File: config.mk
export PLATFORM = sky130hd
export DESIGN_NAME = tmds_encoder_pipe_flat
export DESIGN_NICKNAME = d
export VERILOG_FILES = /design/src/rtl/tmds_encoder_pipe_if.sv /design/src/rtl/tmds_encoder_pipe.sv /design/src/flat_wrapper.sv
export SDC_FILE = /design/constraint.sdc
export NUM_CORES = 1
export LEC_CHECK = 0
export CAP_MARGIN = 20
export CORE_UTILIZATION = 23
export CTS_CLUSTER_DIAMETER = 200
export CTS_CLUSTER_SIZE = 8
export DETAILED_ROUTE_END_ITERATION = 8
export GPL_TIMING_DRIVEN = 1
export PLACE_DENSITY = 0.37
export RECOVER_POWER = 25
export SETUP_SLACK_MARGIN = 0.1
export SLEW_MARGIN = 15
export SYNTH_ARGS = -nofsm -noshare
export SYNTH_HDL_FRONTEND = slang
export SYNTH_SLANG_ARGS = --single-unit
File: constraint.sdc
create_clock -name pix_clk -period 5.85 [get_ports pix_clk]
set_input_delay 0.8775 -clock pix_clk [delete_from_list [all_inputs] [get_ports pix_clk]]
set_output_delay 0.8775 -clock pix_clk [all_outputs]
set_load 0.1 [all_outputs]
File: src/rtl/tmds_encoder_pipe_if.sv
// Bundles the pixel-side inputs and serializer-side outputs of the TMDS encoder.
interface tmds_encoder_pipe_if #(
  parameter int NUM_CH = 3
);
  logic                   in_valid;
  logic [1:0]             in_mode;
  logic [NUM_CH*8-1:0]    in_data;
  logic [NUM_CH*2-1:0]    in_ctrl;
  logic                   out_valid;
  logic [NUM_CH*10-1:0]   tmds_out;
  logic                   mode_err;

  modport master (
    output in_valid, in_mode, in_data, in_ctrl,
    input  out_valid, tmds_out, mode_err
  );

  modport slave (
    input  in_valid, in_mode, in_data, in_ctrl,
    output out_valid, tmds_out, mode_err
  );
endinterface

File: src/rtl/tmds_encoder_pipe.sv
// Three-stage multi-lane TMDS encoder: transition minimisation, popcount, then
// DC balancing against a per-lane running disparity, plus control/guard codes.
module tmds_encoder_pipe #(
  parameter int NUM_CH = 3,
  parameter int DISP_W = 5
) (
  input logic pix_clk,
  input logic rst,
  tmds_encoder_pipe_if.slave bus
);

  function automatic logic [3:0] ones8(input logic [7:0] v);
    logic [3:0] c;
    c = '0;
    for (int k = 0; k < 8; k++) c = c + {3'b000, v[k]};
    return c;
  endfunction

  function automatic logic [8:0] calc_qm(input logic [7:0] d);
    logic [3:0] n;
    logic       use_xnor;
    logic [8:0] q;
    n        = ones8(d);
    use_xnor = (n > 4'd4) || ((n == 4'd4) && !d[0]);
    q        = '0;
    q[0]     = d[0];
    for (int k = 1; k < 8; k++) q[k] = use_xnor ? ~(q[k-1] ^ d[k]) : (q[k-1] ^ d[k]);
    q[8]     = ~use_xnor;
    return q;
  endfunction

  logic                     v1, v2;
  logic [1:0]               mode1, mode2;
  logic [NUM_CH*2-1:0]      ctrl1, ctrl2;
  logic [8:0]               qm_c [NUM_CH];
  logic [8:0]               qm1  [NUM_CH];
  logic [8:0]               qm2  [NUM_CH];
  logic [3:0]               n1_2 [NUM_CH];
  logic [9:0]               sym  [NUM_CH];
  logic [9:0]               sym_n [NUM_CH];
  logic signed [DISP_W-1:0] disp   [NUM_CH];
  logic signed [DISP_W-1:0] disp_n [NUM_CH];

  always_comb begin
    for (int i = 0; i < NUM_CH; i++) qm_c[i] = calc_qm(bus.in_data[8*i +: 8]);
  end

  // Each stage only loads when its incoming valid is high, so bubbles leave data untouched.
  always_ff @(posedge pix_clk or posedge rst) begin
    if (rst) begin
      v1            <= 1'b0;
      v2            <= 1'b0;
      mode1         <= '0;
      mode2         <= '0;
      ctrl1         <= '0;
      ctrl2         <= '0;
      bus.out_valid <= 1'b0;
      bus.mode_err  <= 1'b0;
      for (int i = 0; i < NUM_CH; i++) begin
        qm1[i]  <= '0;
        qm2[i]  <= '0;
        n1_2[i] <= '0;
        sym[i]  <= '0;
        disp[i] <= '0;
      end
    end else begin
      v1            <= bus.in_valid;
      v2            <= v1;
      bus.out_valid <= v2;
      bus.mode_err  <= v2 && (mode2 == 2'b11);
      if (bus.in_valid) begin
        mode1 <= bus.in_mode;
        ctrl1 <= bus.in_ctrl;
        for (int i = 0; i < NUM_CH; i++) qm1[i] <= qm_c[i];
      end
      if (v1) begin
        mode2 <= mode1;
        ctrl2 <= ctrl1;
        for (int i = 0; i < NUM_CH; i++) begin
          qm2[i]  <= qm1[i];
          n1_2[i] <= ones8(qm1[i][7:0]);
        end
      end
      if (v2) begin
        for (int i = 0; i < NUM_CH; i++) begin
          sym[i]  <= sym_n[i];
          disp[i] <= disp_n[i];
        end
      end
    end
  end

  // diff holds n1-n0 = 2*n1-8; the sign bit of disp doubles as the cnt<0 test.
  always_comb begin
    logic signed [DISP_W-1:0] diff;
    logic [8:0]               q;
    logic [1:0]               c;
    for (int i = 0; i < NUM_CH; i++) begin
      q         = qm2[i];
      c         = ctrl2[2*i +: 2];
      diff      = (DISP_W'(n1_2[i]) <<< 1) - DISP_W'(8);
      sym_n[i]  = '0;
      disp_n[i] = '0;
      case (mode2)
        2'b01: begin
          if ((disp[i] == '0) || (n1_2[i] == 4'd4)) begin
            sym_n[i]  = {~q[8], q[8], q[8] ? q[7:0] : ~q[7:0]};
            disp_n[i] = q[8] ? (disp[i] + diff) : (disp[i] - diff);
          end else if ((!disp[i][DISP_W-1] && (n1_2[i] > 4'd4)) ||
                       (disp[i][DISP_W-1] && (n1_2[i] < 4'd4))) begin
            sym_n[i]  = {1'b1, q[8], ~q[7:0]};
            disp_n[i] = disp[i] + (q[8] ? DISP_W'(2) : DISP_W'(0)) - diff;
          end else begin
            sym_n[i]  = {1'b0, q[8], q[7:0]};
            disp_n[i] = disp[i] - (q[8] ? DISP_W'(0) : DISP_W'(2)) + diff;
          end
        end
        2'b10: sym_n[i] = (i % 2 == 0) ? 10'b1011001100 : 10'b0100110011;
        default: begin
          case (c)
            2'b00:   sym_n[i] = 10'b1101010100;
            2'b01:   sym_n[i] = 10'b0010101011;
            2'b10:   sym_n[i] = 10'b0101010100;
            default: sym_n[i] = 10'b1010101011;
          endcase
        end
      endcase
    end
  end

  for (genvar g = 0; g < NUM_CH; g++) begin : g_pack
    assign bus.tmds_out[10*g +: 10] = sym[g];
  end

endmodule

File: src/flat_wrapper.sv
// flat-port wrapper written by rule: the top's interface ports become plain ports
module tmds_encoder_pipe_flat 
#(
  parameter int NUM_CH = 3,
  parameter int DISP_W = 5
)
  (pix_clk, rst, bus_in_valid, bus_in_mode, bus_in_data, bus_in_ctrl, bus_out_valid, bus_tmds_out, bus_mode_err);
  tmds_encoder_pipe_if #(.NUM_CH(NUM_CH)) bus_i ();
  input logic pix_clk;
  input logic rst;
  input wire logic [$bits(bus_i.in_valid)-1:0] bus_in_valid;
  input wire logic [$bits(bus_i.in_mode)-1:0] bus_in_mode;
  input wire logic [$bits(bus_i.in_data)-1:0] bus_in_data;
  input wire logic [$bits(bus_i.in_ctrl)-1:0] bus_in_ctrl;
  output wire logic [$bits(bus_i.out_valid)-1:0] bus_out_valid;
  output wire logic [$bits(bus_i.tmds_out)-1:0] bus_tmds_out;
  output wire logic [$bits(bus_i.mode_err)-1:0] bus_mode_err;
  assign bus_i.in_valid = bus_in_valid;
  assign bus_i.in_mode = bus_in_mode;
  assign bus_i.in_data = bus_in_data;
  assign bus_i.in_ctrl = bus_in_ctrl;
  assign bus_out_valid = bus_i.out_valid;
  assign bus_tmds_out = bus_i.tmds_out;
  assign bus_mode_err = bus_i.mode_err;
  tmds_encoder_pipe #(.NUM_CH(NUM_CH), .DISP_W(DISP_W)) u_core (.pix_clk(pix_clk), .rst(rst), .bus(bus_i));
endmodule
==> impl_results.md, run 1 <==
- Post-cts sizing count: 0
- Inserted Clock Buffers: 17
- R2R Path End: u_core.disp[14]
- Crit-path max FO: 5
- Max Buffers Root-to-Sink: 2
- Worst reg2reg path depth: 4
- Area taken by multi-input logic gates: 4680 um2
- Most used cell, CP: fa_1
- Final period utilization: 76.8%
- Most common cell after layout, fill and taps aside: dfrtp_1
- Ys flop type: dfrtp_1
- Total power: 6.01 mW
- Synth top area cells: dfrtp_1 (38%), ha_1 (12%), fa_1 (9.3%)
- Syn. warnings: 0
- Leak pwr: 4.64 nW
- Top Family by Delay on Critical Path: adder cells
- Gr ovfl total: 0
- Cell area after synthesis: 8420 um2
- Max-slew violations: 252
- Final Util: ~28%
- Clk slew on worst S/H paths: 0.06 ns
- Final HPWL DP: 14,700 um
- Worst VDD drop: 176 uV
- Synth cell types: 34
- Hold Crit Depth: 2
- Setup TNS: 0 ns
- Grt met2 use: between 15 and 20%
- Type of the worst setup path: input port to register
- Critical Path RT: 6.04 ns
- N_diodes: 0
- Hold Crit Class: register to register
- Slew @ Worst Pin: 3.44 ns
- Die Y: 193 um
- Vias in the first global route: approximately 5,700
- Failing checks: design-rule violations, max-capacitance violations, max-slew violations
- Post-synthesis sequential area ratio: between 30% and 40%
- Hold endpoint: u_core.ctrl2[1]
- Num Clock Sinks: 128
- Max H-tree Level: 4
- Die area: roughly 37,000 um2
- Area grow syn2layout: 21.0%
- WL final: 20,100 um
- Crit path time final: about 4.5 ns
- Initial Util: 23.5%
- Max Fclk: 223 MHz
- CTS Hold Bufs: 0
- Hold path start: u_core.ctrl1[1]
- Crit path largest cell delay: 0.49 ns
- Crit path DAT: 4.69 ns
- Max Cap Viol: 4
- Met1 Use GR: 16.4%
- DRT iter0 DRCs: 244
- Endpoints failing hold: 0
- Antenna Nets Post-Route: 0
- Final WS setup: 1.36 ns
- Post-synth EDFFs: 0
- Final instance area: 10,200 um2
- Global routing's busiest layer: met2
- Routed vias/inst: 4.08
- Power density over the cells: 590 nW/um2
- Status: finished, violations left
- Area leader, netlist: dfrtp_1
- RD Place Congestion: 0.727
- Drt drc: 3
- Yosys top cell area share: a little under two fifths
- Root Buffer Master: clkbuf_16
- Place WS: 0.949 ns
- Cells after Synth: a little over 800
- Mapped Avg Cell Area: 10.4 um2
- CP Cell Sequence: clkdlybuf4s50_1 > ha_1 > inv_1 > fa_1 > fa_1 > inv_1 > fa_1 > fa_1 > nor3b_1 > o21ai_0 > a21oi_2 > xnor2_1 > xnor2_1 > a21oi_1
- Net Count, Synth: 961
- Setup Viol. Count Final: 0
- Slowest CP cell: fa_1
- Max-Slew Margin vs Limit: -129%
- Via count: 5,460
- Layout cells sized above 1: 11.6%
- Detailed Routing Iterations Pass 1: 6
- CTS tree: yes
- Wire per inst: roughly 15 um
- Initial antenna violation count: 0
- Sequential cell area: roughly 3200 um2
- RR Startpoint: u_core.v2
- Post-synthesis async set-or-reset flop share: 100%
- Port Buffer Count: 66
- Placed Instance Area: 9570 um2
- FF-to-FF setup slack: 1.38 ns
- WP buf/inv: 3
- Overall Global Routing Usage: 11.3%
- First-pass GRT wire length: 32,900 um
- Final Skew: 0.00668 ns
- # IOs: 67
- Worst Setup SP: bus_in_data[8]
- Postcts setup bufs: 0
- Final-stage net count: 1,021
- Row count: 69
- Most frequent cells in the layout: dfrtp_1 (127), inv_1 (108), ha_1 (81)
- Met3 GRT Util: 2.13%
- #FFs+latches synth: approximately 130
- Critical path endpoint category: register
- Fillers: roughly 3,800
- RSZ-0062 raised after global routing: false
- CP Launch Type: input port
- Clock Latency Late Sink: 0.42 ns
- Die W: 193 um
- Pin count of the biggest net entering global routing: 86
- Core Area: 35,800 um2
[stage by stage]
stage	hold WS [ns]	std cells
finish	0.488	1339
CTS	0.499	1339
detailed placement	0.480	1308
floorplan	0.352	806
global placement	0.479	1308
global route	0.523	1339
[cell usage after synthesis, types with 3 or more instances]
library cell and count:
o22ai_1 12, nor3b_1 6, a21oi_2 6, a21o_1 10, a211oi_1 4, a21oi_1 64, xor2_1 25, clkbuf_1 22
mux2_2 44, nor4_2 3, o32a_1 7, o32ai_1 3, mux2_4 3, xnor2_1 55, a41o_1 3, nor2_1 73
inv_1 108, buf_6 3, nor2b_1 3, ha_1 81, nand2_1 37, xnor2_2 7, o21ai_0 36, a31oi_1 4
mux2i_1 9, dfrtp_1 128, buf_1 5, fa_1 39
[registers in the layout, summed over array words and instances, names as in the netlist]
name / count
u_core.qm1: 27
u_core.qm2: 27
u_core.ctrl1: 6
u_core.v2: 1
u_core.mode1: 2
u_core.v1: 1
u_core.bus.mode_err: 1
u_core.bus.tmds_out: 30
u_core.bus.out_valid: 1
u_core.n1_2: 12
u_core.ctrl2: 6
u_core.mode2: 2
u_core.disp: 12
[cell families after synthesis]
| kind of cell | after synthesis | synth area share (%) |
|---|---|---|
| simple gates | 126 | 6.43 |
| mux | 56 | 7.49 |
| buf+inv | 139 | 6.48 |
| xor+xnor | 87 | 9.67 |
| fa+ha+maj | 120 | 21.3 |
| flops | 128 | 38.0 |
| compound gates | 150 | 10.6 |
[routing by layer]
metal  vias to the layer above  wire length [um]
met3                        13               411
met2                        49              8780
met5                         -                 0
li1                       2754                 -
met1                      2644             10700
met4                         0               247
[how the worst max path moves through the flow]
| stage | slack, ns | end | cells after the start |
|---|---|---|---|
| 2_1_floorplan | 1.56 | u_core.bus.mode_err | 1 |
| 3_3_place_gp | 1.00 | u_core.qm1[25] | 14 |
| 3_5_place_dp | 0.95 | u_core.qm1[7] | 14 |
| 4_1_cts | 1.42 | u_core.qm1[7] | 14 |
| 5_1_grt | 0.82 | u_core.v2 | 3 |
| 6_report | 1.36 | u_core.qm1[16] | 14 |
[worst register-to-register path: cells and delay by family (launching register included)]
family | cells | cell delay, ns
buffers and inverters | 1 | 2.10
flip-flops | 1 | 0.34
AO/OA/AOI/OAI | 2 | 0.68
AND/OR/NAND/NOR | 1 | 1.29
[layout make-up]
class | instances | area share (%)
inverters | 108 | 3.98
flip-flops and latches | 128 | 31.4
multi-input cells | 539 | 45.9
repair buffers | 72 | 6.77
clock inverters | 10 | 1.55
well taps | 461 | 5.66
clock buffers | 21 | 4.72
[where the power goes]
part,internal [mW],switching [mW],total (mW)
sequential,1.15,0.248,1.40
combinational,1.46,1.99,3.45
clock,0.754,0.407,1.16
total,3.37,2.64,6.01
Power figures use the tool's default switching activity.
==> inputs of run 2 (changes only) <==
--- a/config.mk
+++ b/config.mk
@@ -11,7 +11,7 @@
 export CTS_CLUSTER_SIZE = 8
 export DETAILED_ROUTE_END_ITERATION = 8
 export GPL_TIMING_DRIVEN = 1
-export PLACE_DENSITY = 0.37
+export PLACE_DENSITY = 0.39
 export RECOVER_POWER = 25
 export SETUP_SLACK_MARGIN = 0.1
 export SLEW_MARGIN = 15
==> constraint.sdc (replaced) <==
create_clock -name pix_clk -period 4 [get_ports pix_clk]
set_input_delay 0.6 -clock pix_clk [delete_from_list [all_inputs] [get_ports pix_clk]]
set_output_delay 0.6 -clock pix_clk [all_outputs]
set_load 0.1 [all_outputs]
==> impl_results.md, run 2 (synthesis gave the netlist of run 1 again) <==
- Pin count of the biggest net entering global routing: 129 (+50%)
- Area grow syn2layout: 23.0%
- RR Startpoint: u_core.qm1[9]
- Drt drc: 2 (-1)
- Power density over the cells: 847 nW/um2 (+44%)
- Inserted Clock Buffers: 17 (unchanged)
- Num Clock Sinks: 128 (unchanged)
- Place WS: -0.439 ns (-1.39 ns)
- Antenna Nets Post-Route: 0 (unchanged)
- First-pass GRT wire length: 33,000 um (+0.38%)
- Wire per inst: 14.7 um (-2.2%)
- Max-slew violations: 199 (-21%)
- Type of the worst setup path: input port to register
- Die Y: 193 um (unchanged)
- Overall Global Routing Usage: 11.3% (-0.058 points)
- Final WS setup: 0.246 ns (-1.11 ns)
- Endpoints failing hold: 0 (unchanged)
- Final period utilization: 93.8%
- Max reg flops: 30 (unchanged)
- Placed cell count: 1,327 (+1.5%)
- Initial antenna violation count: 0 (unchanged)
- Final-stage net count: 1,041 (+2.0%)
- Final HPWL DP: 15,000 um (+1.8%)
- # IOs: 67 (unchanged)
- Core Area: 35,800 um2 (unchanged)
- N_diodes: 0 (unchanged)
- Worst VDD drop: 397 uV (+130%)
- Gr ovfl total: 0 (unchanged)
- Max Fclk: 266 MHz
- Postcts setup bufs: 0 (unchanged)
- Crit path DAT: 4.04 ns (-0.65 ns)
- Placed Instance Area: 9720 um2 (+1.6%)
- Row count: 69 (unchanged)
- Hold Crit Class: register to register
- Vias in the first global route: 5,868 (+2.4%)
- Via count: 5,532 (+1.3%)
- Clk slew on worst S/H paths: 0.06 ns (about the same)
- Detailed Routing Iterations Pass 1: 8 (+2)
- Crit-path max FO: 3 (-2)
- CTS Hold Bufs: 0 (unchanged)
- Max-Slew Margin vs Limit: -23.8% (+110 points)
- DRT iter0 DRCs: 256 (+4.9%)
- Slew @ Worst Pin: 1.86 ns (-1.58 ns)
- Max H-tree Level: 4 (unchanged)
- Worst reg2reg path depth: 9 (+5)
- Max Cap Viol: 3 (-1)
- Final Skew: 0.0143 ns (+0.00761 ns)
- Die W: 193 um (unchanged)
- End of the critical path: u_core.qm1[16]
- Worst Setup SP: bus_in_data[8]
- Layout cells sized above 1: 14.5% (+2.8 points)
- Initial Util: 23.5% (unchanged)
- FF-to-FF setup slack: 0.96 ns (-0.42 ns)
- Most common cell after layout, fill and taps aside: dfrtp_1
- Critical path endpoint category: register
- Crit path time final: 3.75 ns
- Max Buffers Root-to-Sink: 2 (unchanged)
- Final instance area: 10,400 um2 (+1.7%)
- Die area: 37,400 um2 (unchanged)
- Setup Viol. Count Final: 0 (unchanged)
- Hold path start: u_core.ctrl1[5]
- Root Buffer Master: clkbuf_16
- Layout Cells excl Fill: 1,360 (+1.6%)
- CP Launch Type: input port
- Routed vias/inst: 4.07 (-0.25%)
- R2R Path End: u_core.n1_2[5]
- CTS tree: yes
- Most frequent cells in the layout: dfrtp_1 (127), inv_1 (107), ha_1 (80)
- Critical Path RT: 4.29 ns (-1.75 ns)
- RSZ-0062 raised after global routing: true
- Status: finished, violations left
- Clock Latency Late Sink: 0.43 ns (about the same)
- Leak pwr: 4.75 nW (+2.3%)
- Port Buffer Count: 66 (unchanged)
- RD Place Congestion: 0.786 (+8.2%)
- WL final: 20,000 um (-0.63%)
- Failing checks: design-rule violations, max-capacitance violations, max-slew violations
run 2: worst min-delay path by stage:
stage / end / slack, ns / depth (start not counted)
after floorplan: u_core.v2 / 0.35 / 0
after global placement: u_core.ctrl2[5] / 0.47 / 2
after detailed placement: u_core.ctrl2[5] / 0.47 / 2
after CTS: u_core.ctrl2[5] / 0.48 / 2
after global routing: u_core.ctrl2[3] / 0.50 / 2
final: u_core.ctrl2[5] / 0.48 / 2
run 2: worst max-delay path, cell delays in order:
cell and delay, ns:
clkdlybuf4s50_1 0.42, ha_1 0.31, inv_1 0.07, fa_1 0.42
fa_1 0.49, inv_1 0.05, fa_2 0.34, fa_1 0.45
nor3b_2 0.19, o21ai_0 0.12, a21oi_2 0.21, xnor2_1 0.16
xnor2_1 0.13, a21oi_1 0.08
run 2: per-layer routing:
| metal | vias up | part of all wire (%) | track usage (%) |
|---|---|---|---|
| li1 | 2809 | - | - |
| met1 | 2654 | 51 | 15.5 |
| met2 | 52 | 45 | 17.8 |
| met3 | 17 | 2.2 | 2.02 |
| met4 | 0 | 1.5 | 3.91 |
| met5 | - | 0 | 0 |
run 2: area by class of cell:
class                      instances  area, um2
sequential                       128       3200
clock buffer                      20        457
timing repair buffer              92        847
fill                            3734      25500
tap                              461        577
multi-input combinational        539       4710
inverter                         108        409
clock inverter                    12        158
run 2: stage by stage:
step	setup TNS, ns	util [%]	hold slack (ns)	power [mW]
final	0	28.9	0.478	8.77
after global routing	0	28.9	0.505	9.61
after CTS	0	28.9	0.485	8.95
after detailed placement	-5.05	27.1	0.473	7.26
after global placement	-3.93	27.1	0.469	7.24
after floorplan	0	-	0.352	6.11
run 2: what timing repair did:
action | CTS | global route
endpoints found under the setup margin | 6 | 15
pin swaps | 2 | 10
resized for setup | 1 | 11
run 2: power by group:
part | leakage (nW) | internal (mW) | switching, mW
clock network | 0.293 | 1.02 | 0.608
logic | 2.93 | 2.18 | 2.92
registers | 1.53 | 1.68 | 0.367
